### src/rtl/inst_fetch_unit.sv
// inst_fetch_unit: fetch stage owning the PC; issues imem req/ack reads,
// buffers one instruction and hands it to decode with valid/ready.
// Ports: clk, rst (sync, active-high); halt, branch, branch_addr (control);
// imem_req/imem_addr/imem_ack/imem_data (memory side);
// inst_valid/inst_out/inst_pc/inst_ready (decode side); pc_out (fetch PC).
module inst_fetch_unit #(
  parameter int INST_ADDR_WIDTH   = 16,
  parameter int INST_WIDTH        = 16,
  parameter int NUM_BYTES_IN_INST = 2,
  parameter int RESET_PC          = 0
) (
  input  logic                       clk,
  input  logic                       rst,
  input  logic                       halt,
  input  logic                       branch,
  input  logic [INST_ADDR_WIDTH-1:0] branch_addr,
  output logic                       imem_req,
  output logic [INST_ADDR_WIDTH-1:0] imem_addr,
  input  logic                       imem_ack,
  input  logic [INST_WIDTH-1:0]      imem_data,
  output logic                       inst_valid,
  output logic [INST_WIDTH-1:0]      inst_out,
  output logic [INST_ADDR_WIDTH-1:0] inst_pc,
  input  logic                       inst_ready,
  output logic [INST_ADDR_WIDTH-1:0] pc_out
);

  typedef enum logic [1:0] {
    IDLE    = 2'd0,
    FETCH   = 2'd1,
    DELIVER = 2'd2
  } state_e;

  localparam logic [INST_ADDR_WIDTH-1:0] PC_RST =
    INST_ADDR_WIDTH'(RESET_PC);
  localparam logic [INST_ADDR_WIDTH-1:0] PC_INC =
    INST_ADDR_WIDTH'(NUM_BYTES_IN_INST);

  state_e                       state_q, state_d;
  logic [INST_ADDR_WIDTH-1:0]   pc_q, pc_d;
  logic [INST_WIDTH-1:0]        inst_q, inst_d;
  logic [INST_ADDR_WIDTH-1:0]   ipc_q, ipc_d;
  logic                         redir_q, redir_d;
  logic [INST_ADDR_WIDTH-1:0]   raddr_q, raddr_d;

  always_ff @(posedge clk) begin
    if (rst) begin
      state_q <= IDLE;
      pc_q    <= PC_RST;
      inst_q  <= '0;
      ipc_q   <= '0;
      redir_q <= 1'b0;
      raddr_q <= '0;
    end else begin
      state_q <= state_d;
      pc_q    <= pc_d;
      inst_q  <= inst_d;
      ipc_q   <= ipc_d;
      redir_q <= redir_d;
      raddr_q <= raddr_d;
    end
  end

  always_comb begin
    state_d = state_q;
    pc_d    = pc_q;
    inst_d  = inst_q;
    ipc_d   = ipc_q;
    redir_d = redir_q;
    raddr_d = raddr_q;
    unique case (state_q)
      IDLE: begin
        // halt outranks branch: a redirect while halted is dropped
        if (!halt) begin
          state_d = FETCH;
          if (branch) pc_d = branch_addr;
        end
      end
      FETCH: begin
        if (imem_ack) begin
          if (redir_q || branch) begin
            // stale data; a same-cycle branch beats the latched one
            pc_d    = branch ? branch_addr : raddr_q;
            redir_d = 1'b0;
            state_d = IDLE;
          end else begin
            inst_d  = imem_data;
            ipc_d   = pc_q;
            pc_d    = pc_q + PC_INC;
            state_d = DELIVER;
          end
        end else if (branch) begin
          // address must stay stable, so park the target until the ack
          redir_d = 1'b1;
          raddr_d = branch_addr;
        end
      end
      DELIVER: begin
        if (branch) begin
          pc_d    = branch_addr;
          state_d = IDLE;
        end else if (inst_ready) begin
          state_d = IDLE;
        end
      end
      default: state_d = IDLE;
    endcase
  end

  always_comb begin
    imem_req   = (state_q == FETCH);
    inst_valid = (state_q == DELIVER);
    imem_addr  = pc_q;
    pc_out     = pc_q;
    inst_out   = inst_q;
    inst_pc    = ipc_q;
  end

endmodule

### config.mk
export PLATFORM = sky130hd
export DESIGN_NAME = inst_fetch_unit
export DESIGN_NICKNAME = d
export VERILOG_FILES = /design/src/rtl/inst_fetch_unit.sv
export SDC_FILE = /design/constraint.sdc
export NUM_CORES = 1
export LEC_CHECK = 0
export ABC_AREA = 1
export CAP_MARGIN = 10
export CORE_MARGIN = 2
export CORE_UTILIZATION = 46
export DETAILED_ROUTE_END_ITERATION = 8
export GPL_ROUTABILITY_DRIVEN = 1
export PLACE_DENSITY = 0.79
export SLEW_MARGIN = 10
export SYNTH_ARGS = -nofsm -noshare
export SYNTH_HDL_FRONTEND = slang
export SYNTH_SLANG_ARGS = --single-unit
### constraint.sdc
create_clock -name clk -period 1.6 [get_ports clk]
set_input_delay 0.16 -clock clk [delete_from_list [all_inputs] [get_ports clk]]
set_output_delay 0.16 -clock clk [all_outputs]
set_load 0.02 [all_outputs]
# Word level (Yosys, flattened, before mapping)
# Cells that the tools add are included.
# op_classes
reduce_logical	9
add_sub_neg	1
muxes	15
n_bitwise	2
n_div	0
shifts	0
n_eq_ne	6
n_lt_le_gt_ge	0
mul	0
# ops
cell	count
$mux 16	5
$pmux 16 s3	1
$add 16x2->16 const B	1
$reduce_and 3->1	4
$mux 2	5
$pmux 2 s3	1
$ne 2x1->1 const B	2
$mux 1	3
$ne 3x2->1 const B	1
$reduce_bool 3->1	1
$eq 2x1->1 const B	1
$eq 2x2->1 const B	1
$logic_not 2->1	1
$ne 2x2->1 const B	1
$not 1->1	2
$reduce_and 2->1	1
$reduce_bool 2->1	1
$logic_or 1x1->1	1
# word_totals
word_cells	39
register_bits	67
ramBits	0
latch_bits	0
romBits	0
memories	0

# Depth between registers and ports, before layout
# Gate-level depths: netlist (run 1).
# logic_depth
depth_word	4
ltp_mapped	9

# Worst setup path before layout (run 1)
# Ideal clock, no wire load.
# synth_path
kind	reg2reg
from	register pc_q[1] (netlist: imem_addr[1])
to	register pc_q[7] (netlist: imem_addr[7])
setup_ps	109
stages_incl_launch_ff	9
synth_period_minus_slack_ps	1563
slack_ps	37
required_ps	1491
arrival_time_ps	1454
cell_sequence	dfxtp_1 -> ha_1 -> nand3_1 -> nor2_1 -> nand2_1 -> nand3_1 -> nand3_1 -> nand2_1 -> inv_1
# synth_between
elab_chain_len	4
# synth_lines
item	line_no	text
start, declared	40	logic [INST_ADDR_WIDTH-1:0] pc_q, pc_d;
start signal, assigned	56	pc_q <= pc_d;
$add 16x2->16	89	pc_d = pc_q + PC_INC;
$mux 16	81	if (redir_q || branch) begin
$mux 16	80	if (imem_ack) begin
$pmux 16 s3	71	unique case (state_q)
# No other way between the ends. The select of a mux whose other input is x is not followed.
# A chain may end at the register's enable or synchronous reset.

# Final worst setup path (run 1)
# layout_path
from	register pc_q[15] (netlist: imem_addr[15])
to	output imem_addr[15]
# layout_rtl
item	line_no	text
end, declared	18	output logic [INST_ADDR_WIDTH-1:0] imem_addr,
# No word-level cell between the ends.

==> results.ini, run 1 <==
[pwr]
combPwrFrac = 0.209
power_density_nw_per_um2 = 891
p_switching_uw = 1250
internal_power_uw = 2840
ir_drop_mv = 0.654
power_leakage_uw = 0.00217
power_frac_seq = 0.452
p_sw_frac = 0.305
p_clk_frac = 0.339
power.total_uw = 4090

[worst_setup_path]
endpoint_kind = primary output
worst_path_max_delay_cell = clkdlybuf4s50_1
worstReg2RegEnd = imem_addr[9]
crit_type = flop to primary output
rr_startpoint = state_q[0]
critPathTopFamily = buffers and inverters
crit_chain = clkdlybuf4s50_1
crit_required_ns = 1.44
ff2ff_path_depth = 8
critPathBufInv = 1
start_kind = flop
critPathMaxStageDelay_ns = 0.64
arrival_ns = 1.37
crit_fanout = 5
rrSetupSlack_ns = 0.11

[floorplan]
die_h_um = 88.9
initial_core_util = 0.483
core_area_um2 = 6870
rows = 30
dieArea_um2 = 7900
die_w_um = 88.9
io_pins = 104

[grt]
grt_max_degree = 52
grt_pass1_wl_um = 13700
grt_usage = 0.224
overflow = 0
grt_pass1_vias = 2965
antenna_found_initial = 0

[finish]
antenna_cells = 0
layout_common_cells = nor2_1, o21ai_0, clkdlybuf4s50_1
seqCellArea_um2 = 1350
final_net_count = 616
post_route_cells_drive_above_1_share = 0.0773
fill_cells = 616
area_growth_pct = 38.3
mostFrequentLayoutCell = nor2_1
utilization = 0.668
multiInputGateArea_um2 = 1570

[detailed_routing]
first_iter_violations = 250
dr.pass1.iters = 5
drcViolationCount = 0
drt-total-wl_um = 8900
viasPerCell = 5.06
num_vias = 3428
avgRoutedWirePerCell_um = 13.1
ant_nets = 0

[synth]
synth_area_um2 = 3320
ys_ff_latch = 67
synth-seq-area-share = 0.405
syn_inst = 488
synth.avg_cell_area_um2 = 6.79
synth_nets = 527
ys_types = 26
yosys_warnings = 0

[cts]
clkSinkCount = 67
cts.htree.levels = 3
clkLatencyLatePin_ns = 0.34
cts_root_buf = clkbuf_8
cts-buffers-inserted = 9
ctsHoldBuffers = 0
cts_tree = done
clockBufferDepth = 2
post_cts_buffers = 0
path_clk_slew_ns = 0.08

[timing]
worst_slew_margin_rel = 0.758
whs_ns = 0.394
timing.final.crit_share = 0.957
period_needed_ns = 1.53
fmax_ghz = 0.653
setup_viol = 0
skew_ns = 0.00901
rsz0062_at_grt = false
hold_viol_final = 0
worst_pin_slew_ns = 0.362
slew_violations = 0

[outcome]
status = completed

[hold_path]
hold_depth = 3
hp-start = imem_data[3]
hold_end = inst_out[3]
worstHoldPathType = input pin to flop

[placed_design]
gp_congestion = 0.866
hpwl_um = 6420
io_buffers = 103

[run]
cap_violations = 0

[worst max-delay path by stage]
stage / from / endpoint / depth (start not counted)
CTS: imem_addr[10] / imem_addr[10] / 1
floorplan: imem_addr[1] / imem_addr[7] / 8
global route: imem_addr[15] / imem_addr[15] / 1
global placement: branch / inst_pc[1] / 7
finish: imem_addr[15] / imem_addr[15] / 1
detailed placement: branch / inst_pc[1] / 7
[what timing repair did]
action | 4_1_cts | 5_1_grt
pin swaps | 0 | 0
setup endpoints to repair | 23 | 21
resized for setup | 21 | 15
[through the flow]
step           worst slack, ns  std cells  area (µm²)  setup TNS, ns
2_1_floorplan           0.0375        488        3320              0
3_3_place_gp            -0.143        662        4380          -2.29
5_1_grt                0.00494        678        4590              0
4_1_cts                0.00272        678        4550              0
6_report                0.0684        678        4590              0
3_5_place_dp            -0.138        662        4380          -3.33
[layer usage]
layer  vias to the layer above  global-route usage  wire [µm]
met5                         -                   0          0
met4                         0              0.0647        112
met3                         9              0.0600        583
met2                       120               0.361       4240
met1                      1555               0.296       3960
li1                       1744                   -          -
[synth_stat cells]
cell type / count / area share
a21boi_0: 4 / 0.0091
mux2i_1: 1 / 0.0030
o21bai_1: 1 / 0.0023
nor2_1: 99 / 0.11
buf_1: 2 / 0.0023
o21ai_0: 73 / 0.11
nand4_1: 4 / 0.0075
o211ai_1: 2 / 0.0045
inv_1: 41 / 0.046
a21oi_1: 47 / 0.071
nand2_4: 2 / 0.0068
buf_2: 9 / 0.014
xor2_1: 1 / 0.0026
nor2_8: 2 / 0.012
clkbuf_1: 7 / 0.0079
nand2_1: 70 / 0.079
inv_2: 3 / 0.0034
a211oi_1: 1 / 0.0023
nand2_2: 2 / 0.0038
o21ai_1: 3 / 0.0045
buf_6: 1 / 0.0034
nand3_1: 22 / 0.033
ha_1: 1 / 0.0038
buf_4: 21 / 0.048
dfxtp_1: 67 / 0.40
nor3_1: 2 / 0.0030
[power by group through the flow]
| stage | registers, µW | logic (µW) | clock network [µW] |
|---|---|---|---|
| floorplan | 1950 | 436 | 0 |
| global placement | 1880 | 872 | 0 |
| detailed placement | 1890 | 886 | 0 |
| CTS | 1850 | 857 | 1410 |
| global route | 1860 | 931 | 1490 |
| finish | 1850 | 855 | 1380 |
[final cells by class]
| type | count | area share |
|---|---|---|
| Clock inverter | 7 | 0.0150 |
| Tap cell | 96 | 0.0262 |
| Clock buffer | 9 | 0.0270 |
| Timing Repair Buffer | 118 | 0.261 |
| Inverter | 44 | 0.0360 |
| Sequential cell | 67 | 0.293 |
| Multi-Input combinational cell | 337 | 0.342 |
[kinds of logic after synthesis]
logic type,count (synthesis),synth area share
simple gates,203,0.258
flops,67,0.405
compound gates,131,0.204
xor+xnor,1,0.00264
fa+ha+maj,1,0.00377
mux,1,0.00302
buf+inv,84,0.125
[sequential cells by signal (all words and copies together) (netlist names)]
name	cells
imem_addr	16
inst_pc	16
state_q	2
raddr_q	16
redir_q	1
inst_out	16
(Power assumes the default switching activity.)
==> run 2: changes to the inputs <==
--- a/config.mk
+++ b/config.mk
@@ -9,9 +9,10 @@
 export CAP_MARGIN = 10
 export CORE_MARGIN = 2
 export CORE_UTILIZATION = 46
+export CTS_BUF_LIST = sky130_fd_sc_hd__clkbuf_4
 export DETAILED_ROUTE_END_ITERATION = 8
 export GPL_ROUTABILITY_DRIVEN = 1
-export PLACE_DENSITY = 0.79
+export PLACE_DENSITY = 0.82
 export SLEW_MARGIN = 10
 export SYNTH_ARGS = -nofsm -noshare
 export SYNTH_HDL_FRONTEND = slang
==> run 2 against run 1 <==
Largest cell class unchanged; clock power increased by 3%; maximum frequency decreased by 0.60%; global-route usage increased by 1.5 points; worst hold slack got worse by 0.072 ns.
==> results.ini, run 2 (synthesis results as in run 1) <==
[floorplan]
dieArea_um2 = 7900  ; unchanged
io_pins = 104  ; unchanged
die_w_um = 88.9  ; unchanged
die_h_um = 88.9  ; unchanged
rows = 30  ; unchanged
initial_core_util = 0.483  ; unchanged
core_area_um2 = 6870  ; unchanged

[finish]
layout_common_cells = nor2_1, o21ai_0, nand2_1
antenna_cells = 0  ; unchanged
mostFrequentLayoutCell = nor2_1
post_route_cells_drive_above_1_share = 0.0823  ; +0.00501
finalInstanceArea_um2 = 4550  ; -0.90%
area_growth_pct = 37.1
utilization = 0.662  ; -0.00601
final_net_count = 617  ; +0.16%

[worst_setup_path]
critPathMaxStageDelay_ns = 0.62  ; -0.02 ns
crit_chain = clkdlybuf4s50_1
worstReg2RegEnd = imem_addr[2]
rr_startpoint = state_q[0]
rrSetupSlack_ns = 0.12  ; about the same
crit_type = flop to primary output
ff2ff_path_depth = 8  ; unchanged
worst_path_max_delay_cell = clkdlybuf4s50_1
start_kind = flop
path_depth = 1  ; unchanged
critPathBufInv = 1  ; unchanged
arrival_ns = 1.38  ; about the same
crit_required_ns = 1.44  ; about the same
crit_fanout = 2  ; -3
critPathTopFamily = buffers and inverters
endpoint_kind = primary output

[timing]
worst_slew_margin_rel = 0.728  ; -0.0296
setup_viol = 0  ; unchanged
timing.final.crit_share = 0.963  ; +0.00581
rsz0062_at_grt = false
slew_violations = 0  ; unchanged
hold_viol_final = 0  ; unchanged
worst_pin_slew_ns = 0.404  ; +0.0421 ns
period_needed_ns = 1.54  ; +0.00929 ns
skew_ns = 0.0116  ; +0.00258 ns
fmax_ghz = 0.649  ; -0.60%

[detailed_routing]
top_layer = met4
wl_met3_um = 807  ; +38%
first_iter_violations = 406  ; +62%
viasPerCell = 5.20  ; +2.8%
dr.pass1.iters = 7  ; +2
wl_met2_um = 4550  ; +7.2%
wl_met1_um = 3890  ; -1.7%
drt-total-wl_um = 9430  ; +6.0%
ant_nets = 0  ; unchanged
drcViolationCount = 0  ; unchanged
avgRoutedWirePerCell_um = 13.9  ; +5.8%
num_vias = 3528  ; +2.9%

[pwr]
p_switching_uw = 1220  ; -1.8%
power_density_nw_per_um2 = 907  ; +1.8%
power_frac_seq = 0.450  ; -0.002
combPwrFrac = 0.205  ; -0.004
power_leakage_uw = 0.00219  ; +0.73%
p_clk_frac = 0.345  ; +0.006
p_sw_frac = 0.297  ; -0.00798
ir_drop_mv = 0.485  ; -26%
internal_power_uw = 2900  ; +2.0%

[grt]
grt_pass1_wl_um = 14700  ; +7.3%
grt_max_degree = 47  ; -9.6%
grt_pass1_vias = 3173  ; +7.0%
antenna_found_initial = 0  ; unchanged
grt_usage = 0.239  ; +0.0149
overflow = 0  ; unchanged

[placed_design]
io_buffers = 103  ; unchanged
place_area_um2 = 4380  ; -0.11%
gp_congestion = 0.859  ; -0.76%
hpwl_um = 6830  ; +6.3%

[hold_path]
worstHoldPathType = input pin to flop
hold_depth = 3  ; unchanged
hold_end = inst_out[6]
hp-start = imem_data[6]

[cts]
clockBufferDepth = 2  ; unchanged
clkLatencyLatePin_ns = 0.41  ; +0.07 ns
cts_root_buf = clkbuf_4
cts_tree = done
post_cts_buffers = 0  ; unchanged
cts-buffers-inserted = 9  ; unchanged
ctsHoldBuffers = 0  ; unchanged
clkSinkCount = 67  ; unchanged
cts.htree.levels = 3  ; unchanged
path_clk_slew_ns = 0.12  ; +0.04 ns

[outcome]
status = completed

[run]
cap_violations = 0  ; unchanged

-- run 2: changes by cell type in the layout (fill, tap and decap cells not counted), sizes merged, moves of 2 or more --
cell,change
bufinv,+2
clkdlybuf4s50,-11
dlygate4sd2,+13
dlymetal6s2s,-3
-- run 2: worst max-delay path by stage --
stage	start	slack, ns	end
after floorplan	imem_addr[1]	0.04	imem_addr[7]
after global routing	imem_addr[1]	0.002	imem_addr[15]
after global placement	branch	-0.11	imem_addr[5]
after detailed placement	branch	-0.18	imem_addr[11]
after CTS	state_q[0]	0.007	imem_req
final	inst_out[1]	0.06	inst_out[1]
-- run 2: final cells by class --
| class | instances | area [µm²] |
|---|---|---|
| fillers | 613 | 2320 |
| flip-flops and latches | 67 | 1350 |
| well taps | 96 | 120 |
| inverters | 44 | 165 |
| clock inverters | 7 | 116 |
| multi-input cells | 337 | 1570 |
| clock buffers | 9 | 67.6 |
| repair buffers | 119 | 1160 |
-- run 2: repair_timing --
action | 4_1_cts | 5_1_grt
endpoints found under the setup margin | 34 | 14
pin swaps | 0 | 0
resized for setup | 38 | 12
-- run 2: metal layers --
metal  global-route usage  vias up
met4               0.0785        0
met5                    0        -
met3               0.0619       18
met1                0.304     1583
li1                     -     1748
met2                0.396      179
-- run 2: stage by stage --
step	setup TNS, ns	power, µW	std cells	setup WS [ns]	hold slack, ns
final	0	4120	679	0.0592	0.322
after floorplan	0	2390	488	0.0375	0.295
after global routing	0	4320	679	0.00170	0.297
after detailed placement	-3.84	2780	663	-0.184	0.451
after global placement	-1.68	2760	663	-0.110	0.434
after CTS	0	4140	679	0.00670	0.303
-- run 2: power groups by stage --
| stage | combinational, µW | clock (µW) | sequential [µW] |
|---|---|---|---|
| CTS | 844 | 1440 | 1850 |
| global placement | 873 | 0 | 1880 |
| global route | 926 | 1530 | 1860 |
| finish | 847 | 1420 | 1850 |
| detailed placement | 893 | 0 | 1890 |
| floorplan | 436 | 0 | 1950 |
==> run 3: changes to the inputs <==
--- a/config.mk
+++ b/config.mk
@@ -10,9 +10,10 @@
 export CORE_MARGIN = 2
 export CORE_UTILIZATION = 46
 export CTS_BUF_LIST = sky130_fd_sc_hd__clkbuf_4
+export CTS_CLUSTER_DIAMETER = 120
 export DETAILED_ROUTE_END_ITERATION = 8
 export GPL_ROUTABILITY_DRIVEN = 1
-export PLACE_DENSITY = 0.82
+export PLACE_DENSITY_LB_ADDON = 0.25
 export SLEW_MARGIN = 10
 export SYNTH_ARGS = -nofsm -noshare
 export SYNTH_HDL_FRONTEND = slang
==> run 3 against run 2 <==
Cell count grew 0.15%; global-route usage is essentially flat; sequential cell count is the same; clock skew grew 0.0070 ns; first-iteration DRC count shrank 58%; clock power grew 11%; critical path depth is the same; combinational power grew 1%; power grew 4.1%; die area is the same; critical endpoint is now inst_out[11]; largest cell class unchanged.
==> results.ini, run 3 (synthesis results as in run 1) <==
[cts]
cts_tree = done
clkSinkCount = 67  ; unchanged
cts-buffers-inserted = 9  ; unchanged
cts_root_buf = clkbuf_4
path_clk_slew_ns = 0.12  ; about the same
post_cts_buffers = 0  ; unchanged
cts.htree.levels = 3  ; unchanged
clockBufferDepth = 2  ; unchanged
clkLatencyLatePin_ns = 0.41  ; about the same

[pwr]
power_frac_seq = 0.431  ; -0.019
power_leakage_uw = 0.00212  ; -3.0%
internal_power_uw = 3070  ; +5.8%
ir_drop_mv = 0.435  ; -10%
p_clk_frac = 0.369  ; +0.024
p_switching_uw = 1220  ; unchanged
power_density_nw_per_um2 = 935  ; +3.1%
combPwrFrac = 0.200  ; -0.005
p_sw_frac = 0.285  ; -0.0116

[run]
cap_violations = 0  ; unchanged

[timing]
worst_pin_slew_ns = 0.385  ; -0.0193 ns
setup_tns_ns = 0  ; unchanged
hold_viol_final = 0  ; unchanged
period_needed_ns = 1.55  ; +0.00564 ns
slew_violations = 0  ; unchanged
worst_slew_margin_rel = 0.743  ; +0.0150
rsz0062_at_grt = false
timing.final.crit_share = 0.967  ; +0.00353
setup_viol = 0  ; unchanged
skew_ns = 0.0186  ; +0.00700 ns
fmax_ghz = 0.647  ; -0.36%

[floorplan]
initial_core_util = 0.483  ; unchanged
core_area_um2 = 6870  ; unchanged
dieArea_um2 = 7900  ; unchanged
die_w_um = 88.9  ; unchanged
die_h_um = 88.9  ; unchanged
rows = 30  ; unchanged
io_pins = 104  ; unchanged

[detailed_routing]
num_vias = 3468  ; -1.7%
drt-total-wl_um = 9080  ; -3.7%
ant_nets = 0  ; unchanged
drcViolationCount = 0  ; unchanged
avgRoutedWirePerCell_um = 13.4  ; -3.8%
first_iter_violations = 169  ; -58%
viasPerCell = 5.10  ; -1.8%
dr.pass1.iters = 5  ; -2

[worst_setup_path]
crit_type = flop to primary output
cp-startpoint = inst_out[11]
crit_chain = clkdlybuf4s50_1
start_kind = flop
critPathMaxStageDelay_ns = 0.62  ; about the same
worst_path_max_delay_cell = clkdlybuf4s50_1
critPathBufInv = 1  ; unchanged
crit_fanout = 2  ; unchanged
endpoint_kind = primary output
arrival_ns = 1.39  ; about the same
critPathTopFamily = buffers and inverters
rr_startpoint = imem_addr[2]
crit_required_ns = 1.44  ; about the same

[finish]
layout_common_cells = nor2_1, o21ai_0, nand2_1
mostFrequentLayoutCell = nor2_1
post_route_cells_drive_above_1_share = 0.0839  ; +0.00157
final_net_count = 618  ; +0.16%
utilization = 0.668  ; +0.00601
area_growth_pct = 38.3
layoutNonFillerInstCount = 680  ; +0.15%
seqCellArea_um2 = 1350  ; unchanged
fill_cells = 609  ; -0.65%
multiInputGateArea_um2 = 1580  ; +0.40%
antenna_cells = 0  ; unchanged

[grt]
grt_max_degree = 38  ; -19%
grt_usage = 0.238  ; -0.000340
grt_pass1_vias = 3162  ; -0.35%
antenna_found_initial = 0  ; unchanged
grt_pass1_wl_um = 14700  ; -0.28%
overflow = 0  ; unchanged

[placed_design]
place_inst = 664  ; +0.15%
gp_congestion = 0.841  ; -2.1%
io_buffers = 103  ; unchanged
hpwl_um = 6510  ; -4.7%

[hold_path]
worstHoldPathType = input pin to flop
hp-start = imem_data[0]

[outcome]
status = completed

==> run 3: cell types whose count changed in the layout (fill, tap and decap cells not counted), sizes merged <==
cell,previous run,this run
buf,16,17
bufinv,3,4
clkdlybuf4s15,1,0
clkdlybuf4s50,62,68
clkinv,3,1
clkinvlp,1,2
dlygate4sd2,32,31
dlymetal6s2s,7,3
==> run 3: path summary, 6_finish.rpt <==
kind | to | slack [ns] | depth (start not counted)
worst max-delay path | inst_out[11] | 0.05 | 1
worst min-delay path | inst_out[0] | 0.32 | 3
worst max register to register | imem_addr[13] | 0.09 | 8
worst min register to register | raddr_q[1] | 0.46 | 2
==> run 3: metal layers <==
metal,GRT usage,up-vias,routed length (µm)
li1,-,1749,-
met4,0.0895,0,140
met2,0.388,109,4320
met3,0.0323,11,471
met5,0,-,0
met1,0.323,1599,4150
==> run 3: what timing repair did <==
item                       in CTS  in global routing
resized for setup              38                  8
setup endpoints to repair      33                 12
hold buffers                    0                  0
==> run 3: cell type report <==
class,instances,share of cell area
multi-input combinational,337,0.343
inverter,44,0.0360
timing repair buffer,120,0.256
tap,96,0.0262
clock buffer,9,0.0147
sequential,67,0.294
clock inverter,7,0.0306
==> run 3: stage by stage <==
stage	cell area [µm²]	setup WS, ns	power [µW]	hold WS [ns]
4_1_cts	4580	0.00493	4310	0.305
5_1_grt	4590	0.00229	4460	0.319
2_1_floorplan	3320	0.0375	2390	0.295
3_5_place_dp	4400	-0.173	2780	0.444
6_report	4590	0.0535	4290	0.323
3_3_place_gp	4400	-0.167	2770	0.433
==> run 3: power by group through the flow <==
stage	registers, µW	logic, µW	clock network [µW]
after floorplan	1950	436	0
after global placement	1880	884	0
after detailed placement	1890	898	0
after CTS	1850	854	1600
after global routing	1860	939	1660
final	1850	858	1580
